### config.mk
export PLATFORM = sky130hd
export DESIGN_NAME = uart_rx
export DESIGN_NICKNAME = d
export VERILOG_FILES = /design/src/rtl/uart_pkg.sv /design/src/rtl/uart_sync.sv /design/src/rtl/uart_rx.sv
export SDC_FILE = /design/constraint.sdc
export NUM_CORES = 1
export LEC_CHECK = 0
export CAP_MARGIN = 20
export CORE_ASPECT_RATIO = 1.1
export CORE_MARGIN = 5
export CORE_UTILIZATION = 40
export DETAILED_ROUTE_END_ITERATION = 10
export SYNTH_ARGS = -nofsm -noshare
export SYNTH_HDL_FRONTEND = slang
export SYNTH_SLANG_ARGS = --single-unit
### constraint.sdc
create_clock -name clk -period 4.5 [get_ports clk]
set_input_delay 0.45 -clock clk [delete_from_list [all_inputs] [get_ports clk]]
set_output_delay 0.45 -clock clk [all_outputs]
set_load 0.05 [all_outputs]
### src/rtl/uart_pkg.sv
// uart_pkg: definitions shared by the UART receive path.
//   rx_state_e         receiver FSM states
//   UART_DATA_BITS     data bits per character
//   UART_CLKS_PER_BIT  default bit period in clk cycles (40 MHz / 115200)
package uart_pkg;

  localparam int UART_DATA_BITS    = 8;
  localparam int UART_CLKS_PER_BIT = 347;

  typedef enum logic [2:0] {
    IDLE   = 3'd0,
    START  = 3'd1,
    DATA   = 3'd2,
    PARITY = 3'd3,
    STOP   = 3'd4,
    BREAK  = 3'd5
  } rx_state_e;

endpackage

### src/rtl/uart_sync.sv
// uart_sync: two-flop synchronizer for a single asynchronous input.
//   clk  in   system clock
//   rst  in   synchronous active-high reset; both flops load RST_VAL
//   d_i  in   asynchronous input
//   q_o  out  synchronized output (2 cycles latency)
module uart_sync #(
  parameter logic RST_VAL = 1'b1
) (
  input  logic clk,
  input  logic rst,
  input  logic d_i,
  output logic q_o
);

  logic meta_q;
  logic sync_q;

  always_ff @(posedge clk) begin
    if (rst) begin
      meta_q <= RST_VAL;
      sync_q <= RST_VAL;
    end else begin
      meta_q <= d_i;
      sync_q <= meta_q;
    end
  end

  assign q_o = sync_q;

endmodule

### src/rtl/uart_rx.sv
// uart_rx: UART receiver. Deframes 8-bit characters from usb_rs232_rxd and
// hands them over with a valid/ack level handshake.
//   clk            in   system clock
//   rst            in   synchronous active-high reset
//   usb_rs232_rxd  in   asynchronous serial line, idle high
//   rx_ack         in   consumer accepts rx_data
//   rx_data        out  last received character
//   rx_valid       out  rx_data unconsumed
//   rx_busy        out  frame in progress
//   rx_frame_err   out  pulse: stop bit sampled low
//   rx_overrun     out  pulse: character dropped, previous not consumed
//   rx_parity_err  out  pulse: even-parity mismatch (0 unless parity built)
// Build option: define UART_RX_PARITY_EN for an 8E1 frame; default is 8N1.
//
// state  | meaning
// IDLE   | line idle, waiting for rxd_s low
// START  | half a bit period in, confirm start bit
// DATA   | sample 8 data bits LSB first at end of each period
// PARITY | sample even-parity bit (parity build only)
// STOP   | sample stop bit, complete or flag framing error
// BREAK  | line held low after framing error, wait for high
module uart_rx
  import uart_pkg::*;
#(
  parameter int CLKS_PER_BIT = UART_CLKS_PER_BIT
) (
  input  logic       clk,
  input  logic       rst,
  input  logic       usb_rs232_rxd,
  input  logic       rx_ack,
  output logic [7:0] rx_data,
  output logic       rx_valid,
  output logic       rx_busy,
  output logic       rx_frame_err,
  output logic       rx_overrun,
  output logic       rx_parity_err
);

  localparam int CNT_W = $clog2(CLKS_PER_BIT);
  localparam int HALF  = CLKS_PER_BIT / 2;
  localparam int IDX_W = $clog2(UART_DATA_BITS);

  localparam logic [CNT_W-1:0] CNT_LAST = CNT_W'(CLKS_PER_BIT - 1);
  localparam logic [CNT_W-1:0] CNT_HALF = CNT_W'(HALF - 1);
  localparam logic [IDX_W-1:0] IDX_LAST = IDX_W'(UART_DATA_BITS - 1);

  logic rxd_s;

  rx_state_e                 state_q, state_d;
  logic [CNT_W-1:0]          cnt_q, cnt_d;
  logic [IDX_W-1:0]          idx_q, idx_d;
  logic [UART_DATA_BITS-1:0] shift_q, shift_d;
  logic [UART_DATA_BITS-1:0] data_q, data_d;
  logic                      valid_q, valid_d;
  logic                      fe_q, fe_d;
  logic                      ov_q, ov_d;
`ifdef UART_RX_PARITY_EN
  logic                      par_q, par_d;
  logic                      pe_q, pe_d;
`endif

  uart_sync #(.RST_VAL(1'b1)) u_sync (
    .clk (clk),
    .rst (rst),
    .d_i (usb_rs232_rxd),
    .q_o (rxd_s)
  );

  // State register
  always_ff @(posedge clk) begin
    if (rst) state_q <= IDLE;
    else     state_q <= state_d;
  end

  // Next-state logic
  always_comb begin
    state_d = state_q;
    case (state_q)
      IDLE:  if (!rxd_s) state_d = START;
      START: if (cnt_q == CNT_HALF) state_d = rxd_s ? IDLE : DATA;
      DATA: begin
        if (cnt_q == CNT_LAST && idx_q == IDX_LAST) begin
`ifdef UART_RX_PARITY_EN
          state_d = PARITY;
`else
          state_d = STOP;
`endif
        end
      end
`ifdef UART_RX_PARITY_EN
      PARITY: if (cnt_q == CNT_LAST) state_d = STOP;
`endif
      // Back to IDLE right after the stop sample so a following start
      // bit with no extra idle time is still caught.
      STOP:  if (cnt_q == CNT_LAST) state_d = rxd_s ? IDLE : BREAK;
      BREAK: if (rxd_s) state_d = IDLE;
      default: state_d = IDLE;
    endcase
  end

  // Datapath and output next values
  always_comb begin
    cnt_d   = cnt_q + 1'b1;
    idx_d   = idx_q;
    shift_d = shift_q;
    data_d  = data_q;
    // An ack clears the level; a completion below may set it again.
    valid_d = valid_q & ~rx_ack;
    fe_d    = 1'b0;
    ov_d    = 1'b0;
`ifdef UART_RX_PARITY_EN
    par_d   = par_q;
    pe_d    = 1'b0;
`endif
    case (state_q)
      IDLE, BREAK: cnt_d = '0;
      START: begin
        if (cnt_q == CNT_HALF) begin
          cnt_d = '0;
          idx_d = '0;
        end
      end
      DATA: begin
        if (cnt_q == CNT_LAST) begin
          cnt_d          = '0;
          shift_d[idx_q] = rxd_s;
          idx_d          = idx_q + 1'b1;
        end
      end
`ifdef UART_RX_PARITY_EN
      PARITY: begin
        if (cnt_q == CNT_LAST) begin
          cnt_d = '0;
          par_d = rxd_s;
        end
      end
`endif
      STOP: begin
        if (cnt_q == CNT_LAST) begin
          cnt_d = '0;
          if (rxd_s) begin
            if (!valid_q || rx_ack) begin
              data_d  = shift_q;
              valid_d = 1'b1;
            end else begin
              ov_d = 1'b1;
            end
`ifdef UART_RX_PARITY_EN
            pe_d = par_q ^ (^shift_q);
`endif
          end else begin
            // Bad stop bit: character is discarded entirely.
            fe_d = 1'b1;
          end
        end
      end
      default: cnt_d = '0;
    endcase
  end

  always_ff @(posedge clk) begin
    if (rst) begin
      cnt_q   <= '0;
      idx_q   <= '0;
      shift_q <= '0;
      data_q  <= '0;
      valid_q <= 1'b0;
      fe_q    <= 1'b0;
      ov_q    <= 1'b0;
`ifdef UART_RX_PARITY_EN
      par_q   <= 1'b0;
      pe_q    <= 1'b0;
`endif
    end else begin
      cnt_q   <= cnt_d;
      idx_q   <= idx_d;
      shift_q <= shift_d;
      data_q  <= data_d;
      valid_q <= valid_d;
      fe_q    <= fe_d;
      ov_q    <= ov_d;
`ifdef UART_RX_PARITY_EN
      par_q   <= par_d;
      pe_q    <= pe_d;
`endif
    end
  end

  assign rx_data      = data_q;
  assign rx_valid     = valid_q;
  assign rx_busy      = (state_q != IDLE);
  assign rx_frame_err = fe_q;
  assign rx_overrun   = ov_q;
`ifdef UART_RX_PARITY_EN
  assign rx_parity_err = pe_q;
`else
  assign rx_parity_err = 1'b0;
`endif

endmodule

==> results.sh, run 1 <==
export IMPL_grt_pass1_wl_mm=5.73
export IMPL_multi_input_area_um2=936
export IMPL_ir_drop_uv=147
export IMPL_portBuffers=15
export IMPL_startpoint_type="flop"
export IMPL_wirelength_mm=3.16
export IMPL_postLayoutCellArea_mm2=0.00201
export IMPL_antennaDiodeCount=0
export IMPL_nets=204
export IMPL_r2r_setup_slack_ns=2.69
export IMPL_cts_buffer_depth=2
export IMPL_fmax_mhz=441
export IMPL_synth_area_leaders="dfxtp_1 (42%), mux2i_1 (9.3%), nor2_1 (4.8%), nand2_1 (4.6%), ha_1 (3.6%)"
export IMPL_detail_route_antenna_nets=0
export IMPL_grt_pass1_vias=1245
export IMPL_overflow=0
export IMPL_register_area_um2=721
export IMPL_syn_nets=190
export IMPL_initial_core_util=0.406
export IMPL_min_period_ns=2.27
export IMPL_post_dp_cell_area_mm2=0.00190
export IMPL_post_dp_hpwl_mm=2.33
export IMPL_crit_path_max_fanout=14
export IMPL_antenna_found_initial=0
export IMPL_fp_dieArea_mm2=0.00573
export IMPL_ys_warn_count=0
export IMPL_routedWlPerCell_um=12.6
export IMPL_root_buffer="clkbuf_8"
export IMPL_synthToLayoutAreaGrowth_pct=16.3
export IMPL_startpoint="state_q[1]$_SDFFE_PP0P_"
export IMPL_hp_class="flop to flop"
export IMPL_row_count=25
export IMPL_ys_seq_area_frac=0.417
export IMPL_path_clk_slew_ns=0.07
export IMPL_drtPass1Iterations=4
export IMPL_post_cts_buffers=0
export IMPL_cts_buffers=5
export IMPL_setup_viol=0
export IMPL_reg2reg_to="rx_data[3]$_SDFFE_PP0P_"
export IMPL_cts_max_level=2
export IMPL_status="completed"
export IMPL_ys_types=44
export IMPL_synth_top_area_cell="dfxtp_1"
export IMPL_tightest_slew_ns=0.635
export IMPL_netlist_area_mm2=0.00173
export IMPL_gp_congestion=0.779
export IMPL_p_per_area_mw_per_mm2=345
export IMPL_maxCapViolations=0
export IMPL_synth_top_cell_area_share=0.417
export IMPL_dr_first_iter_drc_count=90
export IMPL_fp_dieH_um=78.9
export IMPL_leakagePower_nw=0.781
export IMPL_slew_viol_final=0
export IMPL_path_buf_inv=1
export IMPL_synth_edf_count=0
export IMPL_grt_max_degree=19
export IMPL_yosysMostFrequentCell="dfxtp_1"
export IMPL_final_layout_size_suffix_gt1_frac=0.117
export IMPL_critPathMaxStageDelay_ns=0.80
export IMPL_io_pins=17
export IMPL_vias=1267
export IMPL_synth_flop_cell="dfxtp_1"
export IMPL_critical_path_arrival_ns=1.82
export IMPL_path_depth=2
export IMPL_crit_end="rx_busy"
export IMPL_worst_skew_pair_late_latency_ns=0.28
export IMPL_netlist_top_cells_count="dfxtp_1 (36), nor2_1 (22), nand2_1 (21), mux2i_1 (16), nand3_1 (9)"
export IMPL_post_route_period_util=0.504
export IMPL_cts_tree="yes"
export IMPL_synthCells=181
export IMPL_cp_top_family="buffers and inverters"
export IMPL_ctsResizeCount=0
export IMPL_n_fill_cell=413
export IMPL_cts_sinks=36
export IMPL_rsz0062_at_grt="false"
export IMPL_end_kind="primary output"
export IMPL_syn_avg_cell_area_um2=9.54
export IMPL_synth_async_reset_ratio=0
export IMPL_yosys_register_bits=36
export IMPL_via_per_inst=5.07
export IMPL_drc=0
export IMPL_final_hold_viol_count=0
export IMPL_crit_required_ns=4.05
export IMPL_core_area_mm2=0.00425
export IMPL_setup_tns_ns=0
export IMPL_die_w_um=72.6
export IMPL_grtUsageTotal=0.126
export IMPL_postCtsHoldBufs=0
export IMPL_clock_skew_ns=0.00291
export IMPL_max_slew_margin=0.576
export IMPL_r2r_start="cnt_q[0]$_SDFF_PP0_"
export IMPL_slowest_stage="clkdlybuf4s50_1"
export IMPL_worstPathCellList="or3_1 -> clkdlybuf4s50_1"
export IMPL_worstSetupPathType="flop to primary output"
export IMPL_r2r_cells=6
per-stage QoR:
| stage | hold slack [ns] | setup WS [ns] | total power [W] | util | instances |
|---|---|---|---|---|---|
| global placement | 0.394 | 2.27 | 0.000423 | 0.446 | 242 |
| finish | 0.412 | 2.23 | 0.000693 | 0.472 | 250 |
| global route | 0.459 | 2.12 | 0.000736 | 0.472 | 250 |
| detailed placement | 0.397 | 2.18 | 0.000424 | 0.446 | 242 |
| CTS | 0.414 | 2.21 | 0.000705 | 0.472 | 250 |
| floorplan | 0.389 | 2.91 | 0.000407 | - | 181 |
state kept, by name, indices dropped and copies added, names as in the netlist, 3 cells and up:
register	count
idx_q	3
rx_data	8
shift_q	8
state_q	3
cnt_q	9
power breakdown:
group	total [W]	switching (W)	internal [W]	leakage (nW)
clock network	0.000276	0.000112	0.000164	0.0541
logic	0.0000804	0.0000485	0.0000319	0.437
registers	0.000336	0.0000129	0.000324	0.290
total	0.000693	0.000173	0.000519	0.781
cell families after synthesis:
logic type / count (synthesis) / share of synthesized area
XOR/XNOR: 8 / 0.0406
multiplexers: 16 / 0.0928
adder cells (fa/ha/maj): 5 / 0.0362
buffers and inverters: 14 / 0.0406
flip-flops: 36 / 0.417
AO/OA/AOI/OAI: 17 / 0.0841
other: 1 / 0.00217
AND/OR/NAND/NOR: 84 / 0.286
per-layer routing:
metal  vias up  track usage  wire (um)
met3         6       0.0342        124
li1        655            -          -
met4         0       0.0554         65
met5         -            0          0
met2        16        0.205       1550
met1       590        0.153       1420
cells in the final DEF (no fill, tap or decap), drive strengths merged, types with 2 or more instances in the layout:
cell type       n
nand3           9
o21ai           4
clkbuf          5
nor2b           3
nand3b          2
nand4           3
dfxtp          36
xor2            2
xnor2           6
and4bb          3
and4b           2
mux2i          16
or2             3
o311ai          3
nor2           22
a21oi           5
nor3            3
inv             6
nor4            2
clkdlybuf4s50  15
ha              5
nand2          21
or3b            2
or3             3
cell type report:
class,count,area share
clock inverter,3,0.0212
timing repair buffer,15,0.0748
multi-input combinational,131,0.466
clock buffer,5,0.0343
sequential,36,0.359
inverter,6,0.0112
tap,54,0.0336
how the worst min path moves through the flow:
| stage | from | to | slack [ns] | depth (start not counted) |
|---|---|---|---|---|
| after floorplan | u_sync.meta_q$_SDFF_PP1_ | u_sync.q_o$_SDFF_PP1_ | 0.39 | 1 |
| after global placement | u_sync.meta_q$_SDFF_PP1_ | u_sync.q_o$_SDFF_PP1_ | 0.39 | 1 |
| after detailed placement | u_sync.meta_q$_SDFF_PP1_ | u_sync.q_o$_SDFF_PP1_ | 0.40 | 1 |
| after CTS | u_sync.meta_q$_SDFF_PP1_ | u_sync.q_o$_SDFF_PP1_ | 0.41 | 1 |
| after global routing | u_sync.meta_q$_SDFF_PP1_ | u_sync.q_o$_SDFF_PP1_ | 0.46 | 1 |
| final | u_sync.meta_q$_SDFF_PP1_ | u_sync.q_o$_SDFF_PP1_ | 0.41 | 1 |
No activity file was read; power rests on OpenSTA's default activity.
==> run 2: changes to the inputs <==
==> constraint.sdc (replaced) <==
create_clock -name clk -period 2.3 [get_ports clk]
set_input_delay 0.23 -clock clk [delete_from_list [all_inputs] [get_ports clk]]
set_output_delay 0.23 -clock clk [all_outputs]
set_load 0.05 [all_outputs]
==> run 2 against run 1 <==
  * Routed wire length is 4.2% higher
  * Combinational power rose by 99%
  * Critical endpoint unchanged
  * Largest power group unchanged
  * Critical path type unchanged
  * Worst hold slack gained 0.014 ns
  * Clock power grew 92%
  * Worst setup slack worse by 2.0 ns
  * Final area grew 0.19%
  * Power grew 95%
==> results.sh, run 2 (synthesized netlist as in run 1, its figures left out) <==
export IMPL_cts_buffer_depth=2
export IMPL_vias=1292
export IMPL_ctsResizeCount=0
export IMPL_initial_core_util=0.406
export IMPL_n_fill_cell=416
export IMPL_nets=205
export IMPL_antennaDiodeCount=0
export IMPL_portBuffers=15
export IMPL_grt_max_degree=18
export IMPL_status="completed"
export IMPL_drc=0
export IMPL_path_clk_slew_ns=0.07
export IMPL_seq_power_share=0.487
export IMPL_cts_sinks=36
export IMPL_dr_first_iter_drc_count=32
export IMPL_cts_max_level=2
export IMPL_crit_path_max_fanout=14
export IMPL_synthToLayoutAreaGrowth_pct=16.5
export IMPL_critical_path_arrival_ns=1.80
export IMPL_switchingPower_w=0.000331
export IMPL_drtPass1Iterations=4
export IMPL_maxCapViolations=0
export IMPL_setup_tns_ns=0
export IMPL_setup_viol=0
export IMPL_final_common_cell="dfxtp_1"
export IMPL_dp_slack_ns=0.531
export IMPL_die_w_um=72.6
export IMPL_row_count=25
export IMPL_root_buffer="clkbuf_8"
export IMPL_postCtsHoldBufs=0
export IMPL_io_pins=17
export IMPL_rsz0062_at_grt="false"
export IMPL_post_route_period_util=0.882
export IMPL_post_dp_hpwl_mm=2.43
export IMPL_ir_drop_uv=304
export IMPL_fp_dieArea_mm2=0.00573
export IMPL_antenna_found_initial=0
export IMPL_final_hold_viol_count=0
export IMPL_max_slew_margin=0.664
export IMPL_crit_required_ns=2.07
export IMPL_end_kind="primary output"
export IMPL_swShare=0.245
export IMPL_worst_skew_pair_late_latency_ns=0.28
export IMPL_overflow=0
export IMPL_worstSetupPathType="flop to primary output"
export IMPL_wirelength_mm=3.29
export IMPL_cts_tree="yes"
export IMPL_largest_reg_flops=9
export IMPL_grtUsageTotal=0.126
export IMPL_via_per_inst=5.15
export IMPL_startpoint_type="flop"
export IMPL_fp_dieH_um=78.9
export IMPL_grt_pass1_vias=1299
export IMPL_core_area_mm2=0.00425
export IMPL_detail_route_antenna_nets=0
export IMPL_tightest_slew_ns=0.502
export IMPL_combPwrFrac=0.119
export IMPL_final_layout_size_suffix_gt1_frac=0.117
export IMPL_largest_register="cnt_q"
export IMPL_clock_skew_ns=0.00798
export IMPL_fin_ws_ns=0.272
export IMPL_min_period_ns=2.03
export IMPL_hp_class="flop to flop"
export IMPL_leakagePower_nw=0.787
export IMPL_post_cts_buffers=0
export IMPL_p_per_area_mw_per_mm2=671
export IMPL_fmax_mhz=493
export IMPL_gp_congestion=0.756
export IMPL_p_clk_frac=0.394
export IMPL_grt_pass1_wl_mm=5.71
export IMPL_mostFrequentLayoutCells="dfxtp_1 (36), nor2_1 (22), nand2_1 (21)"
export IMPL_cts_buffers=5
export IMPL_intPower_w=0.00102
export IMPL_routedWlPerCell_um=13.1
export IMPL_slew_viol_final=0
## run 2: cell count changes in the layout (fill, tap and decap cells not counted), sizes merged
| cell | previous run | this run |
|---|---|---|
| clkinvlp | 1 | 0 |
| clkbuf | 5 | 6 |
| buf | 0 | 1 |
## run 2: power groups by stage
stage / Clock (W) / Sequential, W / Combinational [W]
2_1_floorplan: 0 / 0.000651 / 0.000145
3_3_place_gp: 0 / 0.000670 / 0.000157
3_5_place_dp: 0 / 0.000671 / 0.000160
4_1_cts: 0.000547 / 0.000656 / 0.000163
5_1_grt: 0.000577 / 0.000659 / 0.000176
6_report: 0.000531 / 0.000658 / 0.000160
## run 2: worst paths after layout
| kind | startpoint | slack [ns] | end | depth (start not counted) |
|---|---|---|---|---|
| setup / recovery | state_q[1]$_SDFFE_PP0P_ | 0.27 | rx_busy | 2 |
| hold / removal | u_sync.meta_q$_SDFF_PP1_ | 0.43 | u_sync.q_o$_SDFF_PP1_ | 1 |
| setup reg to reg | idx_q[1]$_SDFFE_PP0P_ | 0.51 | state_q[1]$_SDFFE_PP0P_ | 6 |
| hold reg to reg | u_sync.meta_q$_SDFF_PP1_ | 0.43 | u_sync.q_o$_SDFF_PP1_ | 1 |
## run 2: stage by stage
step / util / area (um^2) / instances / total power [W] / hold slack, ns
final: 0.473 / 2010 / 251 / 0.00135 / 0.425
after global routing: 0.473 / 2010 / 251 / 0.00141 / 0.449
after CTS: 0.473 / 2010 / 251 / 0.00137 / 0.434
after detailed placement: 0.448 / 1900 / 243 / 0.000831 / 0.410
after global placement: 0.448 / 1900 / 243 / 0.000827 / 0.397
after floorplan: - / 1730 / 181 / 0.000797 / 0.334
## run 2: layout make-up
type                            instances  area (um^2)  area share
Inverter                                6         22.5      0.0112
Sequential cell                        36          721       0.358
Clock inverter                          2         35.0      0.0174
Multi-Input combinational cell        131          936       0.465
Timing Repair Buffer                   16          158      0.0784
Clock buffer                            6         72.6      0.0361
Tap cell                               54         67.6      0.0336
## run 2: per-layer routing
metal,global-route usage,part of all wire
met5,0,0
met4,0.0646,0.013
met3,0.0266,0.034
met2,0.218,0.51
met1,0.144,0.45
## run 2: critical path, cell delays in order, from the launching register on
cell and delay, ns:
dfxtp_1 0.56, or3_1 0.16, clkdlybuf4s50_1 0.79
